## config.mk

```make
export PLATFORM = sky130hd
export DESIGN_NAME = cmd_threshold_ctrl
export DESIGN_NICKNAME = d
export VERILOG_FILES = /design/src/rtl/cmd_threshold_ctrl.sv
export SDC_FILE = /design/constraint.sdc
export NUM_CORES = 1
export LEC_CHECK = 0
export CAP_MARGIN = 20
export CORE_ASPECT_RATIO = 0.75
export CORE_MARGIN = 2
export CORE_UTILIZATION = 45
export DETAILED_ROUTE_END_ITERATION = 10
export PLACE_DENSITY = 0.68
export SYNTH_ARGS = -nofsm -noshare
export SYNTH_HDL_FRONTEND = slang
export SYNTH_SLANG_ARGS = --single-unit
```

## constraint.sdc

```tcl
create_clock -name clk_1Mhz -period 5.05 [get_ports clk_1Mhz]
set_input_delay 0.7575 -clock clk_1Mhz [delete_from_list [all_inputs] [get_ports clk_1Mhz]]
set_output_delay 0.7575 -clock clk_1Mhz [all_outputs]
set_load 0.01 [all_outputs]
```

## src/rtl/cmd_threshold_ctrl.sv

```systemverilog
// Applies completed UART commands to the temperature/humidity thresholds and runs
// the fan/humidifier control: hysteresis auto mode plus a timed manual override.
module cmd_threshold_ctrl #(
    parameter logic [6:0] DEF_MAX_TEMP   = 7'd30,
    parameter logic [6:0] DEF_MIN_TEMP   = 7'd20,
    parameter logic [6:0] DEF_MAX_HUM    = 7'd70,
    parameter logic [6:0] DEF_MIN_HUM    = 7'd40,
    parameter int         MANUAL_TIMEOUT = 30_000_000
) (
    input  logic       clk_1Mhz,
    input  logic       rst_n,
    input  logic [7:0] chr_cmd,
    input  logic [7:0] chr_val0,
    input  logic [7:0] chr_val1,
    input  logic       rx_msg_done,
    input  logic [7:0] temperature,
    input  logic [7:0] humidity,
    input  logic       sensor_valid,
    output logic [6:0] max_temp,
    output logic [6:0] min_temp,
    output logic [6:0] max_hum,
    output logic [6:0] min_hum,
    output logic       fan_state,
    output logic       hum_state,
    output logic       manual_mode,
    output logic       cfg_update,
    output logic       cmd_err
);
    localparam logic [7:0]  CH_A = 8'h41, CH_B = 8'h42, CH_C = 8'h43, CH_D = 8'h44, CH_L = 8'h4C;
    localparam logic [25:0] TMO_LOAD = 26'(MANUAL_TIMEOUT - 1);

    typedef enum logic [1:0] {IDLE, DECODE, APPLY} state_t;
    state_t state, state_nxt;

    logic       done_d, trigger;
    logic [7:0] cmd_r, val0_r, val1_r;
    logic [6:0] value_r;
    logic       dig_ok_r, bin_ok_r;
    logic       accept;
    logic [25:0] tmo_cnt;

    // done_d resets high so a level already asserted at reset release is not a new message
    assign trigger = rx_msg_done & ~done_d;

    always_ff @(posedge clk_1Mhz or negedge rst_n) begin
        if (!rst_n) state <= IDLE;
        else        state <= state_nxt;
    end

    always_comb begin
        state_nxt = state;
        case (state)
            IDLE:    if (trigger) state_nxt = DECODE;
            DECODE:  state_nxt = APPLY;
            APPLY:   state_nxt = IDLE;
            default: state_nxt = IDLE;
        endcase
    end

    always_ff @(posedge clk_1Mhz or negedge rst_n) begin
        if (!rst_n) begin
            done_d   <= 1'b1;
            cmd_r    <= '0;
            val0_r   <= '0;
            val1_r   <= '0;
            value_r  <= '0;
            dig_ok_r <= 1'b0;
            bin_ok_r <= 1'b0;
        end else begin
            done_d <= rx_msg_done;
            if (state == IDLE && trigger) begin
                cmd_r  <= chr_cmd;
                val0_r <= chr_val0;
                val1_r <= chr_val1;
            end
            if (state == DECODE) begin
                dig_ok_r <= (val0_r >= 8'h30) && (val0_r <= 8'h39) &&
                            (val1_r >= 8'h30) && (val1_r <= 8'h39);
                bin_ok_r <= (val0_r == 8'h30 || val0_r == 8'h31) &&
                            (val1_r == 8'h30 || val1_r == 8'h31);
                // low nibble of an ASCII digit is its value
                value_r  <= 7'(val0_r[3:0]) * 7'd10 + 7'(val1_r[3:0]);
            end
        end
    end

    always_comb begin
        accept = 1'b0;
        case (cmd_r)
            CH_A:    accept = dig_ok_r && (value_r > min_temp);
            CH_B:    accept = dig_ok_r && (value_r < max_temp);
            CH_C:    accept = dig_ok_r && (value_r > min_hum);
            CH_D:    accept = dig_ok_r && (value_r < max_hum);
            CH_L:    accept = bin_ok_r;
            default: accept = 1'b0;
        endcase
    end

    always_ff @(posedge clk_1Mhz or negedge rst_n) begin
        if (!rst_n) begin
            max_temp    <= DEF_MAX_TEMP;
            min_temp    <= DEF_MIN_TEMP;
            max_hum     <= DEF_MAX_HUM;
            min_hum     <= DEF_MIN_HUM;
            fan_state   <= 1'b0;
            hum_state   <= 1'b0;
            manual_mode <= 1'b0;
            cfg_update  <= 1'b0;
            cmd_err     <= 1'b0;
            tmo_cnt     <= '0;
        end else begin
            cfg_update <= 1'b0;
            cmd_err    <= 1'b0;
            if (manual_mode) begin
                if (tmo_cnt == '0) manual_mode <= 1'b0;
                else               tmo_cnt     <= tmo_cnt - 26'd1;
            end else if (sensor_valid) begin
                if (temperature > {1'b0, max_temp})      fan_state <= 1'b1;
                else if (temperature < {1'b0, min_temp}) fan_state <= 1'b0;
                if (humidity < {1'b0, min_hum})          hum_state <= 1'b1;
                else if (humidity > {1'b0, max_hum})     hum_state <= 1'b0;
            end
            // written last so an accepted 'L' overrides expiry and sensor decisions
            if (state == APPLY) begin
                if (accept) begin
                    cfg_update <= 1'b1;
                    case (cmd_r)
                        CH_A: max_temp <= value_r;
                        CH_B: min_temp <= value_r;
                        CH_C: max_hum  <= value_r;
                        CH_D: min_hum  <= value_r;
                        CH_L: begin
                            fan_state   <= val0_r[0];
                            hum_state   <= val1_r[0];
                            manual_mode <= 1'b1;
                            tmo_cnt     <= TMO_LOAD;
                        end
                        default: ;
                    endcase
                end else begin
                    cmd_err <= 1'b1;
                end
            end
        end
    end
endmodule
```

**Yosys cells after proc, flatten, opt, wreduce, memory -nomap -nowiden**

Cells that the tools add are included.

- Register bits: 95
- Latch bits: 0
- Bits in writable memories: 0
- ROM bits: 0
- Output and inout port bits: 33
- Memories kept: 0

- Add/sub/neg operators: 2
- $mul: 1
- Div/mod/pow operators: 0
- Order comparisons: 12
- Equal/unequal tests: 12
- Shift-type cells: 0
- Multiplexer cells: 31
- Bitwise operators: 2
- Reduce and logical (&&, ||, !) cells: 17

Operators by type and width:

| cell | number |
|---|---|
| $mux 26 | 5 |
| $eq 8x7->1 const B | 5 |
| $eq 8x6->1 const B | 4 |
| $logic_not 26->1 | 1 |
| $sub 26x1->26 const B | 1 |
| $mux 1 | 23 |
| $ge 8x6->1 const B | 2 |
| $gt 8x7->1 | 2 |
| $le 8x6->1 const B | 2 |
| $lt 8x7->1 | 2 |
| $gt 7x7->1 | 2 |
| $lt 7x7->1 | 2 |
| $reduce_and 3->1 | 4 |
| $logic_and 1x1->1 | 9 |
| $add 7x4->7 | 1 |
| $mul 4x3->6 const B | 1 |
| $pmux 1 s5 | 1 |
| $pmux 2 s2 | 1 |
| $eq 2x1->1 const B | 1 |
| $eq 2x2->1 const B | 1 |
| $logic_not 2->1 | 1 |
| $logic_or 1x1->1 | 2 |
| $mux 2 | 1 |
| $ne 2x2->1 const B | 1 |
| other kinds (2) | 2 |

**Logic depth before layout (Yosys ltp)**

Gate-level depths: netlist of run 1.

- Depth in word-level cells: 8
- Depth in mapped cells: 8
- Depth with buffers taken out: 8

**Worst setup path before layout of run 1**

No wires, ideal clock.

- Kind: reg-to-reg
- Start: reg min_temp[2]
- End: reg max_hum[0]
- Arrival: 2291 ps
- Required time: 4925 ps
- Slack: 2634 ps
- Stages on the path, launching flop included: 9
- Path buffers: 0
- Clock period less this slack: 2416 ps
- Cells stage by stage: dfstp_2 -> inv_1 -> ha_1 -> a21oi_1 -> a21oi_1 -> nor3_1 -> o32ai_4 -> o2111ai_2 -> mux2_2

- Longest elaborated chain between the ends: 4

RTL lines:

| what | line | text |
|---|---|---|
| start: declaration | 20 | `output logic [6:0] min_temp,` |
| start signal: assignment | 129 | `CH_B: min_temp <= value_r;` |
| $gt 7x7->1 | 90 | `CH_A: accept = dig_ok_r && (value_r > min_temp);` |
| $logic_and 1x1->1 | 90 |  |
| $pmux 1 s5 | 89 | `case (cmd_r)` |
| $reduce_and 3->1 (no source line) | -- |  |
| end signal: assignment | 130 | `CH_C: max_hum <= value_r;` |
| end: declaration | 21 | `output logic [6:0] max_hum,` |

No other way between the ends.
A chain may end at the register's enable or synchronous reset.

**Worst setup path in the final report of run 1**

- Start: reg value_r[4]
- End: reg max_hum[0]

- Longest elaborated chain between the ends: 4

RTL lines:

| what | line | text |
|---|---|---|
| start: declaration | 37 | `logic [6:0] value_r;` |
| start signal: assignment | 82 | `value_r <= 7'(val0_r[3:0]) * 7'd10 + 7'(val1_r[3:0]);` |
| $lt 7x7->1 (tied with other cells) | 93 | `CH_D: accept = dig_ok_r && (value_r < max_hum);` |
| $logic_and 1x1->1, on equally long branches | -- |  |
| $pmux 1 s5 * | 89 |  |
| $reduce_and 3->1 (no source line) * | -- |  |

Mark *: on every way between the ends. The rest lies on a longest branch, timed or not.

==> out/qor.csv, run 1 <==
stage;metric;value;unit
status;outcome;complete, no violations;
critical_path;critPathRequiredTime;5.27;ns
logic_synthesis;synth-seq-cells;95;
critical_path;critPathCaptureType;register;
critical_path;rr_endpoint;max_hum[0];
global_routing;grt_max_degree;51;
finish;area_delta_synth_final;22.8;%
sta;max-slew-margin-rel;45.1;%
sta;rsz0062_at_grt;no;
sta;layout_setup_ws;2.27;ns
logic_synthesis;seq_area_frac_synth;43.4;%
place;hpwlAfterDp;9.54;mm
sta;final.setup.tns;0;ns
critical_path;critical_path_class;register to register;
logic_synthesis;synth_top_family_by_area;simple AND/OR/NAND/NOR gates;
logic_synthesis;ys_warn_count;0;
routing;wirelength;12.3;mm
clock_tree;cts_buffers;9;
logic_synthesis;synthCells;502;
global_routing;grt_pass1_vias;4168;
pwr;ir_drop;0.000223;V
sta;min_period_over_period;55.1;%
place;numPortBuffers;76;
critical_path;startpoint_type;register;
place;gp_congestion;0.852;
clock_tree;clkLatencyLatePin;0.34;ns
logic_synthesis;synth.distinct_cells;55;
logic_synthesis;synthMuxAreaShare;10.6;%
sta;max_freq;359;MHz
critical_path;reg2reg_depth;7;
routing;first_iter_violations;147;
flow_run;maxCapViolations;0;
clock_tree;cts_resized;0;
clock_tree;clk_path_buf_depth;2;
critical_path;r2r-start;value_r[4];
clock_tree;hold_buffers;0;
clock_tree;clk_pin_slew;0.06;ns
sta;finalCriticalPeriod;2.78;ns
global_routing;track_usage;19.8;%
sta;finalHoldViolations;0;
sta;slew_viol_final;0;
logic_synthesis;synth_edf_count;0;
critical_path;worstPathCellList;ha_1 > a211oi_1 > nor2_1 > nor3_1 > o32ai_4 > o2111ai_2 > mux2_2;
pwr;power_density;319;nW/um^2
finish;mostFrequentLayoutCell;dfrtp_1;
finish;nets;689;
sta;worst_pin_slew;0.822;ns
critical_path;cp_max_fo;9;
floorplan;die_h;99.9;um
floorplan;core_region_area;11800;um^2
clock_tree;cts_tree;done;
sta;fin_skew;0.00580;ns
critical_path;critPathSlowestCell;dfrtp_1;
critical_path;r2r_setup_slack;2.27;ns
logic_synthesis;synth_compound_area_share;10.8;%
floorplan;num_rows;34;
pwr;p_leak;3.05;nW
floorplan;top_level_ports;77;
finish;drive_above_1_share;15.3;%
place;place_ws;2.35;ns
routing;ant_nets;0;
logic_synthesis;synthArstFlopShare;100;%
logic_synthesis;synth-simple-area-share;14.4;%
routing;drc;0;
finish;final_cell_mix;dfrtp_1 (83), clkdlybuf4s50_1 (75), ha_1 (59), mux2_2 (48), inv_1 (41);
routing;drt_first_pass_iters;4;
global_routing;gr-total-overflow;0;
routing;vias_per_cell;5.48;
clock_tree;htreeDepth;3;
global_routing;antenna_found_initial;0;
finish;multi_input_area;2950;um^2
logic_synthesis;synth_fa_ha_area_share;14.1;%
clock_tree;postCtsSetupBuffers;0;
clock_tree;cts.sinks;95;
routing;vias;4113;
critical_path;cp.arrival;3.00;ns
critical_path;slowest_delay;0.55;ns
sta;setup_viol;0;
clock_tree;root_buffer;clkbuf_16;
logic_synthesis;syn_area;5510;um^2
finish;nFillCells;1030;
worst_hold_path;min_path_type;input port to async pin;
finish;seqCellArea;2390;um^2
floorplan;die_w;132;um
logic_synthesis;avgSynthCellArea;11.0;um^2
routing;wl_per_cell;16.4;um
logic_synthesis;synth_xor_area_share;3.34;%
logic_synthesis;ys.flop_type;dfrtp_1;
floorplan;initial_core_util;46.8;%
floorplan;die-area;13200;um^2
logic_synthesis;synth_nets;607;
finish;n_antenna_cell;0;
global_routing;grt_pass1_wl;20.8;mm
-- registers in the layout, summed over array words and instances (netlist names), 2 cells and up --
register / flops
cmd_r: 8
max_hum: 7
max_temp: 7
min_hum: 7
min_temp: 7
state: 2
tmo_cnt: 26
val0_r: 8
val1_r: 8
value_r: 7
-- cell usage after synthesis, drive strengths merged (2+ instances only) --
library cell	count	share of area, %
o2111ai	3	0.59
o41ai	2	0.32
dfrtp	83	38
nand3	13	1.2
dfstp	12	5.7
nand2b	8	0.91
fa	2	0.73
inv	41	2.8
ha	59	13
nand4	7	0.79
or4	6	0.82
nand2	32	2.2
mux2	52	11
nor2	26	1.8
xor2	10	1.6
nor3b	3	0.41
a21o	5	0.68
and3	5	0.57
nand4b	2	0.59
nor3	12	1.1
o21ai	26	2.4
a211oi	6	0.82
clkbuf	6	0.41
a31oi	2	0.23
o211ai	4	0.82
xnor2	11	1.7
nor4	7	1.3
o31ai	6	1.0
or3	5	0.57
a2111o	3	0.61
nor2b	7	0.79
nor4b	2	0.54
a21oi	17	1.5
nand3b	3	0.41
-- layer usage --
layer | share of wire [%] | GRT usage (%)
met4 | 0.95 | 5.94
met5 | 0 | 0
met3 | 4.4 | 4.55
met1 | 49 | 27.5
met2 | 46 | 31.3
-- worst max-delay path by stage --
stage / startpoint / to / slack [ns] / cells after the start
detailed placement: value_r[4] / max_hum[3] / 2.35 / 7
floorplan: min_temp[2] / max_hum[0] / 2.63 / 8
global placement: min_temp[2] / max_hum[0] / 2.43 / 8
finish: value_r[4] / max_hum[0] / 2.27 / 7
global route: value_r[4] / max_hum[3] / 2.13 / 7
CTS: value_r[4] / max_hum[0] / 2.27 / 7
-- cell type report --
type                    count  area share [%]
clock inverters             5           0.832
well taps                 162            2.99
clock buffers              11            3.59
flip-flops and latches     95            35.3
inverters                  41            2.27
repair buffers             78            11.4
multi-input cells         359            43.6
-- critical path, delay by kind of cell (launching register included) --
kind,cells,cell delay [ns]
compound gates,3,1.00
fa+ha+maj,1,0.32
flops,1,0.55
mux,1,0.39
simple gates,2,0.40
-- metrics by stage --
stage,power [W],utilization (%),hold slack [ns],area [um^2],cells
2_1_floorplan,0.00129,-,0.462,5510,502
3_3_place_gp,0.00146,54.9,0.490,6470,735
3_5_place_dp,0.00150,54.9,0.495,6470,735
4_1_cts,0.00219,57.5,0.457,6770,751
5_1_grt,0.00231,57.5,0.484,6770,751
6_report,0.00216,57.5,0.440,6770,751
-- report_power, final --
| group | internal (W) | switching [W] | leakage (nW) | total (W) |
|---|---|---|---|---|
| Combinational | 0.000265 | 0.000256 | 1.69 | 0.000521 |
| Clock | 0.000397 | 0.000282 | 0.146 | 0.000679 |
| Sequential | 0.000831 | 0.000129 | 1.21 | 0.000960 |
-- cell families after synthesis --
group,Yosys count
flip-flops,95
buffers and inverters,48
AO/OA/AOI/OAI,84
adder cells (fa/ha/maj),61
multiplexers,52
XOR/XNOR,21
AND/OR/NAND/NOR,141
No activity file was read; power rests on OpenSTA's default activity.
==> run 2: changes to the inputs <==
==> constraint.sdc (replaced) <==
create_clock -name clk_1Mhz -period 2.65 [get_ports clk_1Mhz]
set_input_delay 0.3975 -clock clk_1Mhz [delete_from_list [all_inputs] [get_ports clk_1Mhz]]
set_output_delay 0.3975 -clock clk_1Mhz [all_outputs]
set_load 0.01 [all_outputs]
==> out/qor.csv, run 2 (same netlist as run 1, synthesis figures left out) <==
stage;metric;value;unit;change
status;outcome;complete, no violations;;unchanged
finish;multi_input_area;2960;um^2;was 2950 um^2
floorplan;die_h;99.9;um;unchanged
sta;finalHoldViolations;0;;unchanged
global_routing;gr-total-overflow;0;;unchanged
critical_path;critPathCaptureType;register;;unchanged
clock_tree;clk_path_buf_depth;2;;unchanged
finish;largest_register_ffs;26;;unchanged
sta;layout_setup_ws;0.133;ns;was 2.27 ns
clock_tree;root_buffer;clkbuf_16;;unchanged
routing;drt_first_pass_iters;4;;unchanged
place;gp_congestion;0.904;;was 0.852
clock_tree;htreeDepth;3;;unchanged
global_routing;track_usage;21.4;%;was 19.8%
global_routing;antenna_found_initial;0;;unchanged
clock_tree;postCtsSetupBuffers;0;;unchanged
worst_hold_path;min_path_type;input port to async pin;;unchanged
finish;regMostFlops;tmo_cnt;;unchanged
finish;drive_above_1_share;18.8;%;was 15.3%
global_routing;grt_pass1_wl;22.2;mm;was 20.8 mm
sta;finalCriticalPeriod;2.52;ns;was 2.78 ns
critical_path;crit_end;max_hum[4];;was max_hum[0]
pwr;ir_drop;0.000396;V;was 0.000223 V
routing;wl_met3;838;um;was 538 um
routing;wl_per_cell;17.1;um;was 16.4 um
routing;vias_per_cell;5.40;;was 5.48
clock_tree;cts_buffers;9;;unchanged
sta;max_freq;397;MHz;was 359 MHz
routing;top_layer;met4;;unchanged
routing;first_iter_violations;184;;was 147
clock_tree;cts.sinks;95;;unchanged
critical_path;startpoint;max_temp[4];;was value_r[4]
critical_path;r2r-start;max_temp[4];;was value_r[4]
sta;min_period_over_period;95.0;%;was 55.1%
floorplan;top_level_ports;77;;unchanged
finish;mostFrequentLayoutCell;dfrtp_1;;unchanged
sta;rsz0062_at_grt;no;;unchanged
sta;slew_viol_final;0;;unchanged
pwr;p_leak;3.17;nW;was 3.05 nW
critical_path;crit_buf_inv;3;;was 0
flow_run;maxCapViolations;0;;unchanged
critical_path;worstPathCellList;inv_1 > ha_1 > nand4_1 > o31ai_1 > buf_4 > nand2_1 > o2111ai_2 > buf_4 > mux2_2;;was ha_1 > a211oi_1 > nor2_1 > nor3_1 > o32ai_4 > o2111ai_2 > mux2_2
critical_path;path_depth;9;;was 7
critical_path;cp_max_fo;7;;was 9
routing;vias;4186;;was 4,113
critical_path;reg2reg_depth;9;;was 7
sta;max-slew-margin-rel;50.1;%;was 45.1%
routing;wl_met1;6.25;mm;was 6.06 mm
global_routing;grt_max_degree;52;;was 51
floorplan;core_region_area;11800;um^2;unchanged
routing;drc;0;;unchanged
floorplan;die_w;132;um;unchanged
finish;nets;713;;was 689
critical_path;slowest_delay;0.54;ns;was 0.55 ns
routing;ant_nets;0;;unchanged
place;place_ws;0.137;ns;was 2.35 ns
clock_tree;cts_tree;done;;unchanged
floorplan;num_rows;34;;unchanged
routing;wirelength;13.3;mm;was 12.3 mm
sta;final.setup.tns;0;ns;unchanged
routing;routed-wl-met2;5.99;mm;was 5.61 mm
floorplan;die-area;13200;um^2;unchanged
clock_tree;clkLatencyLatePin;0.35;ns;was 0.34 ns
pwr;power_density;612;nW/um^2;was 319 nW/um^2
critical_path;r2r_setup_slack;0.13;ns;was 2.27 ns
sta;fin_skew;0.00657;ns;was 0.00580 ns
clock_tree;clk_pin_slew;0.06;ns;about the same
finish;n_antenna_cell;0;;unchanged
sta;setup_viol;0;;unchanged
critical_path;crit_family;flip-flops;;was compound AO/OA/AOI/OAI gates
critical_path;startpoint_type;register;;unchanged
critical_path;cp.arrival;2.75;ns;was 3.00 ns
critical_path;critPathSlowestCell;dfstp_2;;was dfrtp_1
finish;nFillCells;981;;was 1,030
critical_path;critPathRequiredTime;2.88;ns;was 5.27 ns
finish;area_delta_synth_final;26.5;%;was 22.8%
finish;final_cell_mix;dfrtp_1 (83), clkdlybuf4s50_1 (75), ha_1 (59), mux2_2 (48), inv_1 (41);;unchanged
place;numPortBuffers;76;;unchanged
sta;worst_pin_slew;0.744;ns;was 0.822 ns
global_routing;grt_pass1_vias;4412;;was 4,168
finish;seqCellArea;2390;um^2;unchanged
place;hpwlAfterDp;10.3;mm;was 9.54 mm
critical_path;cp_common_cell;buf_4;;
critical_path;rr_endpoint;max_hum[4];;was max_hum[0]
critical_path;critical_path_class;register to register;;unchanged
floorplan;initial_core_util;46.8;%;unchanged
-- run 2: cell types whose count changed in the layout (fill, tap and decap cells not counted), sizes merged --
| cell | before | now |
|---|---|---|
| buf | 3 | 26 |
| clkbuf | 11 | 12 |
| clkinv | 2 | 3 |
| clkinvlp | 1 | 0 |
| dlygate4sd3 | 0 | 1 |
| inv | 42 | 41 |
-- run 2: how the worst min path moves through the flow --
stage	startpoint	endpoint	slack, ns
floorplan	rst_n	bin_ok_r	0.10
global placement	rst_n	min_hum[2]	0.27
detailed placement	rst_n	min_hum[2]	0.28
CTS	rst_n	min_hum[1]	0.45
global route	rst_n	min_hum[1]	0.47
finish	rst_n	min_hum[1]	0.46
-- run 2: layout make-up --
| cell class | instances | area share (%) |
|---|---|---|
| Clock buffer | 12 | 3.53 |
| Clock inverter | 4 | 0.646 |
| Inverter | 41 | 2.21 |
| Multi-Input combinational cell | 359 | 42.5 |
| Sequential cell | 95 | 34.3 |
| Tap cell | 162 | 2.91 |
| Timing Repair Buffer | 102 | 13.9 |
-- run 2: metal layers --
layer / vias up / global-route usage [%]
li1: 2034 / -
met1: 2035 / 29.6
met2: 103 / 34.0
met3: 14 / 5.66
met4: 0 / 5.52
met5: - / 0
-- run 2: worst reg2reg max path, delay by kind of cell (launching register included) --
kind	cells	cell delay (ns)
adder cells (fa/ha/maj)	1	0.34
AND/OR/NAND/NOR	2	0.28
buffers and inverters	3	0.42
multiplexers	1	0.34
flip-flops	1	0.54
AO/OA/AOI/OAI	2	0.49
-- run 2: where the power goes --
group | total, W | switching, W | internal, W | leakage, nW
sequential | 0.00182 | 0.000237 | 0.00158 | 1.21
combinational | 0.00117 | 0.000573 | 0.000598 | 1.81
clock | 0.00127 | 0.000521 | 0.000752 | 0.146
-- run 2: repair_timing --
item | in CTS | in global routing
resized for setup | 0 | 3
endpoints found under the setup margin | 0 | 5
hold buffers | 1 | 0
hold endpoints to repair | 9 | 0
-- run 2: metrics by stage --
stage | instance area (um^2) | utilization (%) | std cells | power [W] | hold slack [ns]
5_1_grt | 6970 | 59.2 | 775 | 0.00456 | 0.469
3_3_place_gp | 6660 | 56.5 | 758 | 0.00291 | 0.273
6_report | 6970 | 59.2 | 775 | 0.00426 | 0.458
2_1_floorplan | 5510 | - | 502 | 0.00246 | 0.102
4_1_cts | 6960 | 59.0 | 775 | 0.00429 | 0.454
3_5_place_dp | 6660 | 56.5 | 758 | 0.00299 | 0.277
==> run 3: changes to the inputs <==
--- a/config.mk
+++ b/config.mk
@@ -8,9 +8,9 @@
 export CAP_MARGIN = 20
 export CORE_ASPECT_RATIO = 0.75
 export CORE_MARGIN = 2
-export CORE_UTILIZATION = 45
+export CORE_UTILIZATION = 30
 export DETAILED_ROUTE_END_ITERATION = 10
-export PLACE_DENSITY = 0.68
+export SKIP_LAST_GASP = 1
 export SYNTH_ARGS = -nofsm -noshare
 export SYNTH_HDL_FRONTEND = slang
 export SYNTH_SLANG_ARGS = --single-unit
==> out/qor.csv, run 3 (same netlist as run 1, synthesis figures left out) <==
stage;metric;value;unit;change
sta;max_freq;392;MHz;was 397 MHz
status;outcome;complete, no violations;;unchanged
place;gp_congestion;0.847;;was 0.904
finish;drive_above_1_share;18.6;%;was 18.8%
pwr;power_frac_comb;26.7;%;was 27.4%
finish;mostFrequentLayoutCell;dfrtp_1;;unchanged
finish;nets;709;;was 713
floorplan;die_h;121;um;was 99.9 um
pwr;power_density;601;nW/um^2;was 612 nW/um^2
global_routing;gr-total-overflow;0;;unchanged
critical_path;cp.arrival;2.79;ns;was 2.75 ns
routing;drc;0;;unchanged
sta;worst_pin_slew;0.695;ns;was 0.744 ns
place;hpwlAfterDp;10.7;mm;was 10.3 mm
critical_path;cp_common_cell;buf_4;;unchanged
global_routing;grt_max_degree;58;;was 52
routing;wl_per_cell;16.3;um;was 17.1 um
floorplan;core_region_area;17800;um^2;was 11,800 um^2
floorplan;num_rows;42;;was 34
place;place_ws;0.120;ns;was 0.137 ns
finish;multi_input_area;2960;um^2;about the same
pwr;switching_share;32.3;%;was 31.2%
routing;drt_first_pass_iters;4;;unchanged
finish;seqCellArea;2390;um^2;unchanged
sta;max-slew-margin-rel;53.4;%;was 50.1%
critical_path;cp_max_fo;9;;was 7
clock_tree;postCtsSetupBuffers;0;;unchanged
critical_path;crit_buf_inv;2;;was 3
pwr;p_total;0.00423;W;was 0.00426 W
worst_hold_path;min_path_type;input port to async pin;;unchanged
clock_tree;clkLatencyLatePin;0.35;ns;about the same
pwr;intPower;0.00286;W;was 0.00293 W
clock_tree;cts_buffers;9;;unchanged
routing;vias;4160;;was 4,186
sta;slew_viol_final;0;;unchanged
clock_tree;cts.sinks;95;;unchanged
sta;finalHoldViolations;0;;unchanged
floorplan;initial_core_util;30.9;%;was 46.8%
floorplan;die_w;161;um;was 132 um
critical_path;worstPathCellList;ha_1 > nand4_1 > o31ai_1 > buf_4 > nand2_1 > o211ai_2 > buf_4 > mux2_2;;was inv_1 > ha_1 > nand4_1 > o31ai_1 > buf_4 > nand2_1 > o2111ai_2 > buf_4 > mux2_2
critical_path;critical_path_class;register to register;;unchanged
sta;finalCriticalPeriod;2.55;ns;was 2.52 ns
routing;first_iter_violations;181;;was 184
clock_tree;root_buffer;clkbuf_16;;unchanged
finish;nFillCells;1725;;was 981
global_routing;grt_pass1_vias;4298;;was 4,412
global_routing;track_usage;14.9;%;was 21.4%
pwr;clkPwrFrac;30.2;%;was 29.9%
floorplan;top_level_ports;77;;unchanged
routing;ant_nets;0;;unchanged
critical_path;crit_family;compound AO/OA/AOI/OAI gates;;was flip-flops
sta;layout_setup_ws;0.0973;ns;was 0.133 ns
sta;rsz0062_at_grt;no;;unchanged
sta;hold_ws;0.0430;ns;was 0.458 ns
critical_path;startpoint_type;register;;unchanged
finish;final_cell_mix;dfrtp_1 (83), clkdlybuf4s50_1 (75), ha_1 (59), mux2_2 (48), inv_1 (41);;unchanged
finish;area_delta_synth_final;27.6;%;was 26.5%
finish;largest_register_ffs;26;;unchanged
global_routing;grt_pass1_wl;22.4;mm;was 22.2 mm
pwr;p_leak;3.15;nW;was 3.17 nW
pwr;ir_drop;0.000292;V;was 0.000396 V
clock_tree;htreeDepth;3;;unchanged
sta;min_period_over_period;96.3;%;was 95.0%
global_routing;antenna_found_initial;0;;unchanged
clock_tree;cts_tree;done;;unchanged
sta;fin_skew;0.00966;ns;was 0.00657 ns
finish;n_antenna_cell;0;;unchanged
finish;regMostFlops;tmo_cnt;;unchanged
critical_path;slowest_delay;0.55;ns;was 0.54 ns
sta;setup_viol;0;;unchanged
critical_path;critPathRequiredTime;2.88;ns;about the same
critical_path;critPathSlowestCell;dfrtp_1;;was dfstp_2
pwr;p_switching;0.00137;W;was 0.00133 W
clock_tree;clk_pin_slew;0.07;ns;was 0.06 ns
sta;final.setup.tns;0;ns;unchanged
flow_run;maxCapViolations;0;;unchanged
place;numPortBuffers;76;;unchanged
routing;wirelength;13.9;mm;was 13.3 mm
critical_path;critPathCaptureType;register;;unchanged
routing;vias_per_cell;4.89;;was 5.40
clock_tree;clk_path_buf_depth;2;;unchanged
floorplan;die-area;19500;um^2;was 13,200 um^2
pwr;seqPwrFrac;43.2;%;was 42.7%
run 3: changes by cell type in the layout (fill, tap and decap cells not counted), sizes merged:
cell | before | now
clkbuf | 12 | 11
clkinv | 3 | 2
buf | 26 | 23
clkinvlp | 0 | 1
bufinv | 1 | 0
inv | 41 | 43
dlygate4sd3 | 1 | 0
run 3: worst reg2reg max path, cell delays in order, from the launching register on:
cell and delay, ns:
dfrtp_1 0.55, ha_1 0.39, nand4_1 0.09, o31ai_1 0.36
buf_4 0.18, nand2_1 0.13, o211ai_2 0.23, buf_4 0.17
mux2_2 0.33
run 3: routing by layer:
layer | vias to the layer above | share of wire (%) | global-route usage (%)
li1 | 2030 | - | -
met1 | 2045 | 48 | 20.1
met2 | 73 | 46 | 23.6
met3 | 12 | 4.9 | 4.72
met4 | 0 | 1.1 | 3.43
met5 | - | 0 | 0
run 3: repair_timing:
| action | in CTS | in global routing |
|---|---|---|
| resized for setup | 0 | 2 |
| hold buffers | 0 | 0 |
| setup endpoints to repair | 0 | 3 |
run 3: path summary, 6_finish.rpt:
kind                             start     endpoint  slack [ns]  cells past startpoint
setup / recovery            value_r[5]  min_temp[5]         0.1                      8
hold / removal                   rst_n   min_hum[0]        0.04                      1
setup reg to reg            value_r[5]  min_temp[5]         0.1                      8
hold reg to reg               cmd_r[6]     cmd_r[6]        0.50                      1
max in group asynchronous        rst_n   max_hum[1]        1.86                      2
min in group clk_1Mhz      rx_msg_done       done_d        0.50                      1
run 3: power groups by stage:
stage	clock network (W)	logic, W	registers [W]
3_5_place_dp	0	0.00111	0.00185
2_1_floorplan	0	0.000717	0.00174
6_report	0.00127	0.00113	0.00182
4_1_cts	0.00132	0.00112	0.00183
5_1_grt	0.00138	0.00128	0.00185
3_3_place_gp	0	0.00107	0.00184
run 3: cell type report:
type                    count  area share (%)
inverters                  41            2.19
clock buffers              11            3.59
repair buffers             98            13.3
well taps                 242            4.30
flip-flops and latches     95            34.0
clock inverters             5           0.551
multi-input cells         359            42.1
run 3: stage by stage:
stage          utilization [%]  instances  instance area [um^2]
2_1_floorplan                -        502                  5510
3_3_place_gp              37.8        835                  6730
3_5_place_dp              37.8        835                  6730
4_1_cts                   39.4        851                  7030
5_1_grt                   39.5        851                  7040
6_report                  39.5        851                  7040
